### config.mk
export PLATFORM = sky130hd
export DESIGN_NAME = phys_reg_freelist
export DESIGN_NICKNAME = d
export VERILOG_FILES = /design/src/rtl/phys_reg_freelist_pkg.sv /design/src/rtl/phys_reg_freelist_picker.sv /design/src/rtl/phys_reg_freelist.sv
export SDC_FILE = /design/constraint.sdc
export NUM_CORES = 1
export LEC_CHECK = 0
export BUFFER_PORTS_ARGS = -buffer_cell sky130_fd_sc_hd__buf_2
export CAP_MARGIN = 20
export CELL_PAD_IN_SITES_DETAIL_PLACEMENT = 1
export CELL_PAD_IN_SITES_GLOBAL_PLACEMENT = 1
export CORE_MARGIN = 2
export CORE_UTILIZATION = 51
export DETAILED_ROUTE_END_ITERATION = 6
export PLACE_DENSITY = 0.9
export SLEW_MARGIN = 20
export SYNTH_ARGS = -nofsm -noshare
export SYNTH_HDL_FRONTEND = slang
export SYNTH_HIERARCHICAL = 1
export SYNTH_SLANG_ARGS = --single-unit
### constraint.sdc
create_clock -name clock -period 31.4 [get_ports clock]
set_input_delay 7.85 -clock clock [delete_from_list [all_inputs] [get_ports clock]]
set_output_delay 7.85 -clock clock [all_outputs]
set_load 0.02 [all_outputs]
### src/rtl/phys_reg_freelist_pkg.sv
// Shared sizing and tag/count types for the R10K physical register free list.
// Dispatch stall logic uses FREE_CNT to compare against the number of lanes it needs.
package phys_reg_freelist_pkg;

    localparam int N_LANES          = 3;
    localparam int ARCH_REG_SZ      = 32;
    localparam int PHYS_REG_SZ_R10K = 64;

    localparam int PRW_DEF = (PHYS_REG_SZ_R10K <= 2) ? 1 : $clog2(PHYS_REG_SZ_R10K);
    localparam int CW_DEF  = $clog2(PHYS_REG_SZ_R10K + 1);

    typedef logic [PRW_DEF-1:0] PHYS_TAG;
    typedef logic [CW_DEF-1:0]  FREE_CNT;

endpackage

### src/rtl/phys_reg_freelist_picker.sv
// N-way lowest-first selector: lane i receives the (i+1)-th lowest set bit of the bitmap.
// Each lane finds the first set bit of what earlier lanes left behind, then masks it out.
module freelist_picker #(
    parameter int N   = 3,
    parameter int W   = 64,
    parameter int PRW = 6
) (
    input  logic [W-1:0]          i_bitmap,
    output logic [N-1:0][PRW-1:0] o_tags,
    output logic [N-1:0]          o_valids
);

    logic [W-1:0] w_rem;

    always_comb begin
        w_rem    = i_bitmap;
        o_tags   = '0;
        o_valids = '0;
        for (int l = 0; l < N; l++) begin
            // Descending scan, so the last hit written is the lowest set bit.
            for (int b = W - 1; b >= 0; b--) begin
                if (w_rem[b]) begin
                    o_tags[l]   = PRW'(b);
                    o_valids[l] = 1'b1;
                end
            end
            if (o_valids[l]) begin
                w_rem[o_tags[l]] = 1'b0;
            end
        end
    end

endmodule

### src/rtl/phys_reg_freelist.sv
// R10K physical register free list: speculative and architectural free bitmaps,
// up to N allocations and N retire commits per cycle, one-cycle mispredict recovery.
module phys_reg_freelist
    import phys_reg_freelist_pkg::*;
#(
    parameter int N          = N_LANES,
    parameter int ARCH_COUNT = ARCH_REG_SZ,
    parameter int PHYS_REGS  = PHYS_REG_SZ_R10K,
    localparam int PRW       = (PHYS_REGS <= 2) ? 1 : $clog2(PHYS_REGS),
    localparam int CW        = $clog2(PHYS_REGS + 1)
) (
    input  logic                   clock,
    input  logic                   reset,
    input  logic [PHYS_REGS-1:0]   free_mask,
    input  logic [N-1:0]           arch_write_enables,
    input  logic [N-1:0][PRW-1:0]  arch_write_phys_regs,
    input  logic                   mispredict,
    input  logic [N-1:0]           alloc_en,
    output logic [N-1:0][PRW-1:0]  alloc_tags,
    output logic [N-1:0]           alloc_valids,
    output logic [CW-1:0]          free_count,
    output logic                   double_free_err
);

    localparam logic [PHYS_REGS-1:0] RESET_FREE =
        {{(PHYS_REGS-ARCH_COUNT){1'b1}}, {ARCH_COUNT{1'b0}}};

    logic [PHYS_REGS-1:0] r_spec_free;
    logic [PHYS_REGS-1:0] r_arch_free;
    logic [CW-1:0]        r_free_count;
    logic                 r_err;

    logic [PHYS_REGS-1:0] w_free;
    logic [PHYS_REGS-1:0] w_arch_next;
    logic [PHYS_REGS-1:0] w_alloc_mask;
    logic [PHYS_REGS-1:0] w_spec_next;
    logic [CW-1:0]        w_count_next;
    logic                 w_dbl_free;

    // The zero register is never on the free list.
    assign w_free     = {free_mask[PHYS_REGS-1:1], 1'b0};
    assign w_dbl_free = |(w_free & r_arch_free);

    always_comb begin
        w_arch_next = r_arch_free | w_free;
        for (int i = 0; i < N; i++) begin
            if (arch_write_enables[i]) begin
                w_arch_next[arch_write_phys_regs[i]] = 1'b0;
            end
        end
        w_arch_next[0] = 1'b0;
    end

    always_comb begin
        w_alloc_mask = '0;
        for (int i = 0; i < N; i++) begin
            if (alloc_en[i] && alloc_valids[i]) begin
                w_alloc_mask[alloc_tags[i]] = 1'b1;
            end
        end
    end

    // Allocation is applied after the free so a colliding tag stays allocated.
    always_comb begin
        if (mispredict) begin
            w_spec_next = w_arch_next;
        end else begin
            w_spec_next = (r_spec_free | w_free) & ~w_alloc_mask;
        end
        w_spec_next[0] = 1'b0;
    end

    always_comb begin
        w_count_next = '0;
        for (int b = 0; b < PHYS_REGS; b++) begin
            w_count_next = w_count_next + CW'(w_spec_next[b]);
        end
    end

    always_ff @(posedge clock or posedge reset) begin
        if (reset) begin
            r_spec_free  <= RESET_FREE;
            r_arch_free  <= RESET_FREE;
            r_free_count <= CW'(PHYS_REGS - ARCH_COUNT);
            r_err        <= 1'b0;
        end else begin
            r_spec_free  <= w_spec_next;
            r_arch_free  <= w_arch_next;
            r_free_count <= w_count_next;
            r_err        <= r_err | w_dbl_free;
        end
    end

    freelist_picker #(
        .N   (N),
        .W   (PHYS_REGS),
        .PRW (PRW)
    ) u_picker (
        .i_bitmap (r_spec_free),
        .o_tags   (alloc_tags),
        .o_valids (alloc_valids)
    );

    assign free_count      = r_free_count;
    assign double_free_err = r_err;

    // Dispatch must consume a contiguous run of lanes from lane 0, all holding real tags.
    a_alloc_legal: assert property (@(posedge clock) disable iff (reset)
        (((({1'b0, alloc_en}) + 1'b1) & {1'b0, alloc_en}) == '0) &&
        ((alloc_en & ~alloc_valids) == '0));

endmodule

* Word-level counts from Yosys, hierarchy flattened
Cells that the tools add are included.
** Word-level totals
- Register bits :: 134
- Output and inout port bits :: 29
- Logic and storage cells :: 509
** Cells by class
- Add/subtract/negate cells :: 62
- Order comparisons :: 12
- Muxes and demuxes :: 403
- Bitwise logic cells :: 18
- Reduce and logical (&&, ||, !) cells :: 10
** Operators with widths (count)
- $mux 6 :: 191
- $mux 64 :: 9
- $and 64x64->64 :: 7
- $add 7x1->7 :: 56
- $not 64->64 :: 6
- $or 64x64->64 :: 4
- $mux 1 :: 197
- $reduce_or 64->1 :: 1
- $lt 6x7->1 const B :: 6
- $demux 1 s6 :: 6
- $ge 6x1->1 const B :: 6
- $logic_and 1x1->1 :: 9
- $add 6x1->7 :: 1
- $add 5x1->6 :: 1
- $add 4x1->5 :: 1
- $add 3x1->4 :: 1
- $add 2x1->3 :: 1
- $add 1x1->2 :: 1
- $or 1x1->1 :: 1

* Logic depth before layout (Yosys ltp)
- Depth after elaboration :: 276
- Gate-level depth with buffers :: 50

* By module
Netlist, hierarchy kept.
** Modules (own cells, without submodules)
- phys_reg_freelist :: instances 1, cells an instance 1088, area an instance 10003.3 um2, seq. area each 3434.5 um2
- freelist_picker :: instances 1, cells an instance 805, area an instance 5281.3 um2, seq. area each 0.0 um2

* Least setup slack after synthesis
OpenSTA, ideal clock, no wires.
- Kind :: input to register
- Start :: input arch_write_phys_regs[2] (netlist name)
- End :: register r_free_count[6], in the netlist free_count[6]
- Arrival time :: 14227 ps
- Setup slack :: 17042 ps
- Stages :: 26
- Buffers on the path :: 2
- Path through :: buf_2 or4b_1 buf_2 o22ai_2 a221oi_1 a32oi_1 fa_1 fa_1 inv_1 fa_1 inv_1 fa_1 fa_1 inv_1 fa_1 inv_1 fa_1 fa_1 inv_1 fa_1 inv_1 fa_1 inv_1 a21o_1 a21oi_1 o21ai_0
** RTL lines
- from (decl) :: RTL line phys_reg_freelist.sv:16 : input logic [N-1:0][PRW-1:0] arch_write_phys_regs,
- $lt 6x7->1 (implied by the code) / $ge 6x1->1 (equally long branches) :: RTL line phys_reg_freelist.sv:48 : w_arch_next[arch_write_phys_regs[i]] = 1'b0;
- $logic_and 1x1->1 (implied by the code) :: RTL line phys_reg_freelist.sv:48
- $mux 1 (implied by the code) :: RTL line phys_reg_freelist.sv:48
- $demux 1 s6 (*) :: RTL line phys_reg_freelist.sv:48
- $not 64->64 (no source line) (*)
- $and 64x64->64 (no source line) (*)
- $mux 64 (*) :: RTL line phys_reg_freelist.sv:47 : if (arch_write_enables[i]) begin
- $and 64x64->64 (no source line)
- $mux 64 (*) :: RTL line phys_reg_freelist.sv:47
- $and 64x64->64 (no source line)
- $mux 64 (*) :: RTL line phys_reg_freelist.sv:47
- via w_arch_next[16] :: RTL line phys_reg_freelist.sv:34 : logic [PHYS_REGS-1:0] w_arch_next;
- $mux 64 (*) :: RTL line phys_reg_freelist.sv:65 : if (mispredict) begin
- $add 7x1->7 (*) (48 in series) :: RTL line phys_reg_freelist.sv:76 : w_count_next = w_count_next + CW'(w_spec_next[b]);
- via w_count_next[6] :: RTL line phys_reg_freelist.sv:37 : logic [CW-1:0] w_count_next;
- to (signal assigned) :: RTL line phys_reg_freelist.sv:84 : r_free_count <= CW'(PHYS_REGS - ARCH_COUNT);
- to (signal assigned) :: RTL line phys_reg_freelist.sv:89 : r_free_count <= w_count_next;
- to (decl) :: RTL line phys_reg_freelist.sv:30 : logic [CW-1:0] r_free_count;
The timed path passes the listed nets; every way through them passes the cells marked *.

==> flow_summary.ini <==
[timing]
post_route_minimum_period_ns = 17.11
finalCritPeriodShare = 0.545
worst_slack_ns = 14.29
rsz_0062_raised_after_global_routing = no
fin_tns_setup_ns = 0
fin_skew_ns = 0.00743
timing.fmax_mhz = 58.4
slew_violations = 0
final.hold.worst_slack_ns = 0.560
finalSetupViolCount = 0
worstMarginPinSlew_ns = 1.19
report.final.hold_viol_count = 0
timing.max_slew.rel_slack = 0.206

[detailed_routing]
route.detailed.vias_per_inst = 8.08
routed-via-count = 19000
drt.antenna.violating_nets = 0
avgRoutedWirePerCell_microns = 35.8
routed_wl_microns = 83900
detail_route.drc_violations = 0
initialDrtViolationCount = 3441
drt_first_pass_iters = 6

[global_routing]
grt_util_met1 = 0.702
grt_util_all_layers = 0.532
grt_util_met2 = 0.733
wire_length_of_the_first_global_routing_pass_microns = 121000
grt_antenna_before_repair = 6
overflow = 0
grt_max_degree = 96
grt.met3_usage = 0.245
first_global_vias = 18200
most_used_routing_layer = met2

[cts]
worst_skew_pair.late_latency_ns = 0.46
tritoncts = built
cts-root-buf = clkbuf_16
clk_path_buf_depth = 2
cts_max_level = 4
ctsResizeCount = 0
clock_sink_count = 134
postCtsSetupBuffers = 0
post_cts_hold_buffer_count = 0
numCtsBuffers = 17
clk_pin_slew_worst_paths_ns = 0.07

[cells_and_area]
seq_area_sq_um = 3430
final_layout_size_suffix_gt1_frac = 0.172
layout-area-overhead-vs-synth_pct = 8.73
multiInputGateArea_sq_um = 11000
finalNonFillerCells = 2345
final_common_cell = nor2_1
num-nets-final = 2097
fillers = 3675
finalCoreUtilization = 0.562
post-route-cell-area_sq_um = 16600
commonest_cells_after_routing_fill_and_taps_aside = nor2_1, nand2_1, buf_2

[power]
max-vdd-ir-drop_mv = 0.844
cellPowerDensity_nw_per_um2 = 104
p_leak_nw = 5.58
total_power_mw = 1.73

[worst_setup_path]
worst-setup-path-type = register to primary output
path_max_fanout = 20
worst_ep_required_time_ns = 23.55
endpoint_class_of_the_critical_path = primary output
critPathLaunchType = register
critical_path_arrival_ns = 9.26

[logic_synthesis]
ys_seq_area_frac = 0.225
synthesis.area_per_instance_sq_um = 8.07
synth.lib_cells_used.distinct = 114
ys.warnings.count = 6
ys_async_sr_fraction = 1.00
post_synth_inst_count = 1893
netlist_area_sq_um = 15300
synth-seq-cells = 134
number_of_enable_flip_flop_cells_after_synthesis = 0
ys.flop_type = dfrtp_1

[placed_design]
place.detailed.instances = 2309
detailed_place_hpwl_microns = 65800
pre_cts_setup_slack_ns = 15.53
dpl-instance-area_sq_um = 16000
finalWeightedCongestion = 1.06
numPortBuffers = 118

[die]
initial_core_util = 0.517
fp.dieArea_sq_um = 31400
die_h_microns = 177
std_cell_rows = 63
core-area_sq_um = 29600
die_x_microns = 177
design.portCount = 120

[run_status]
run_status = finished, final reports clean

[hold_path]
worst_hold_class = register to register

[run]
max-cap-violations = 0
==> flip-flops by register name (all words and copies together) (netlist names) <==
register and cells:
r_spec_free 63, double_free_err 1, free_count 7, r_arch_free 63
==> where the power goes <==
| group | leakage, nW | internal, mW | switching [mW] |
|---|---|---|---|
| Combinational | 3.92 | 0.505 | 0.771 |
| Clock | 0.289 | 0.123 | 0.0916 |
| Sequential | 1.37 | 0.217 | 0.0255 |
| Total | 5.58 | 0.845 | 0.888 |
==> cell usage after synthesis (41+ instances only) <==
cell / count / area (sq um)
a211oi_1: 41 / 308
a21oi_1: 64 / 320
a22oi_1: 56 / 420
a32oi_1: 42 / 368
clkbuf_1: 60 / 225
dfrtp_1: 69 / 1730
dfstp_2: 65 / 1710
fa_1: 53 / 1060
inv_1: 79 / 297
nand2_1: 125 / 469
nor2_1: 274 / 1030
nor3_1: 78 / 390
o21ai_0: 44 / 220
o22ai_1: 91 / 569
==> cell families after synthesis <==
| kind of cell | Yosys count | synth area share |
|---|---|---|
| adders and majority gates | 69 | 0.0824 |
| DFF | 134 | 0.225 |
| and+or+nand+nor | 780 | 0.271 |
| xor gates and xnor gates | 4 | 0.00229 |
| AOI/OAI and AO/OA | 698 | 0.359 |
| other | 1 | 0.000245 |
| buffers and inverters | 205 | 0.0593 |
| muxes | 2 | 0.00131 |
==> final cells by class <==
cell class | instances | share of cell area
multi-input combinational | 1556 | 0.661
sequential | 134 | 0.207
timing repair buffer | 143 | 0.0470
clock buffer | 22 | 0.0305
tap | 390 | 0.0294
inverter | 86 | 0.0199
clock inverter | 10 | 0.00550
antenna | 4 | 0.000602
==> layer usage <==
metal  wire length [microns]  vias up
met2                   33000     1800
met3                   14500      378
li1                        -     7519
met5                      92        -
met1                   31500     9251
met4                    4840        4
==> worst max-delay path, cell delays in order, from the launching register on <==
cell      delay [ns]
dfrtp_1         0.47
nor4_1          0.72
o21ai_0         0.21
nand2_1         0.28
o21a_1          0.54
nand3_1         0.80
o31ai_1         1.03
and4_1          0.33
nor2_1          0.07
o31ai_2         0.53
a31oi_4         0.29
nor2_1          0.92
a31o_2          0.33
o21ai_0         0.09
a211oi_1        0.29
o21ai_1         0.16
a2111o_1        0.54
a31oi_1         0.86
buf_2           0.32
==> worst paths after layout <==
kind	cells past startpoint	from	slack, ns	endpoint
worst min register to register	2	r_arch_free[48]	0.56	r_arch_free[48]
min in group asynchronous	2	reset	7.56	r_arch_free[4]
worst max-delay path	18	r_spec_free[6]	14.29	alloc_tags[12]
max in group asynchronous	3	reset	22.56	r_spec_free[31]
worst min-delay path	2	r_arch_free[48]	0.56	r_arch_free[48]
worst max register to register	42	r_spec_free[6]	15.10	free_count[6]
Note: power is estimated with default switching activity, not from simulation.
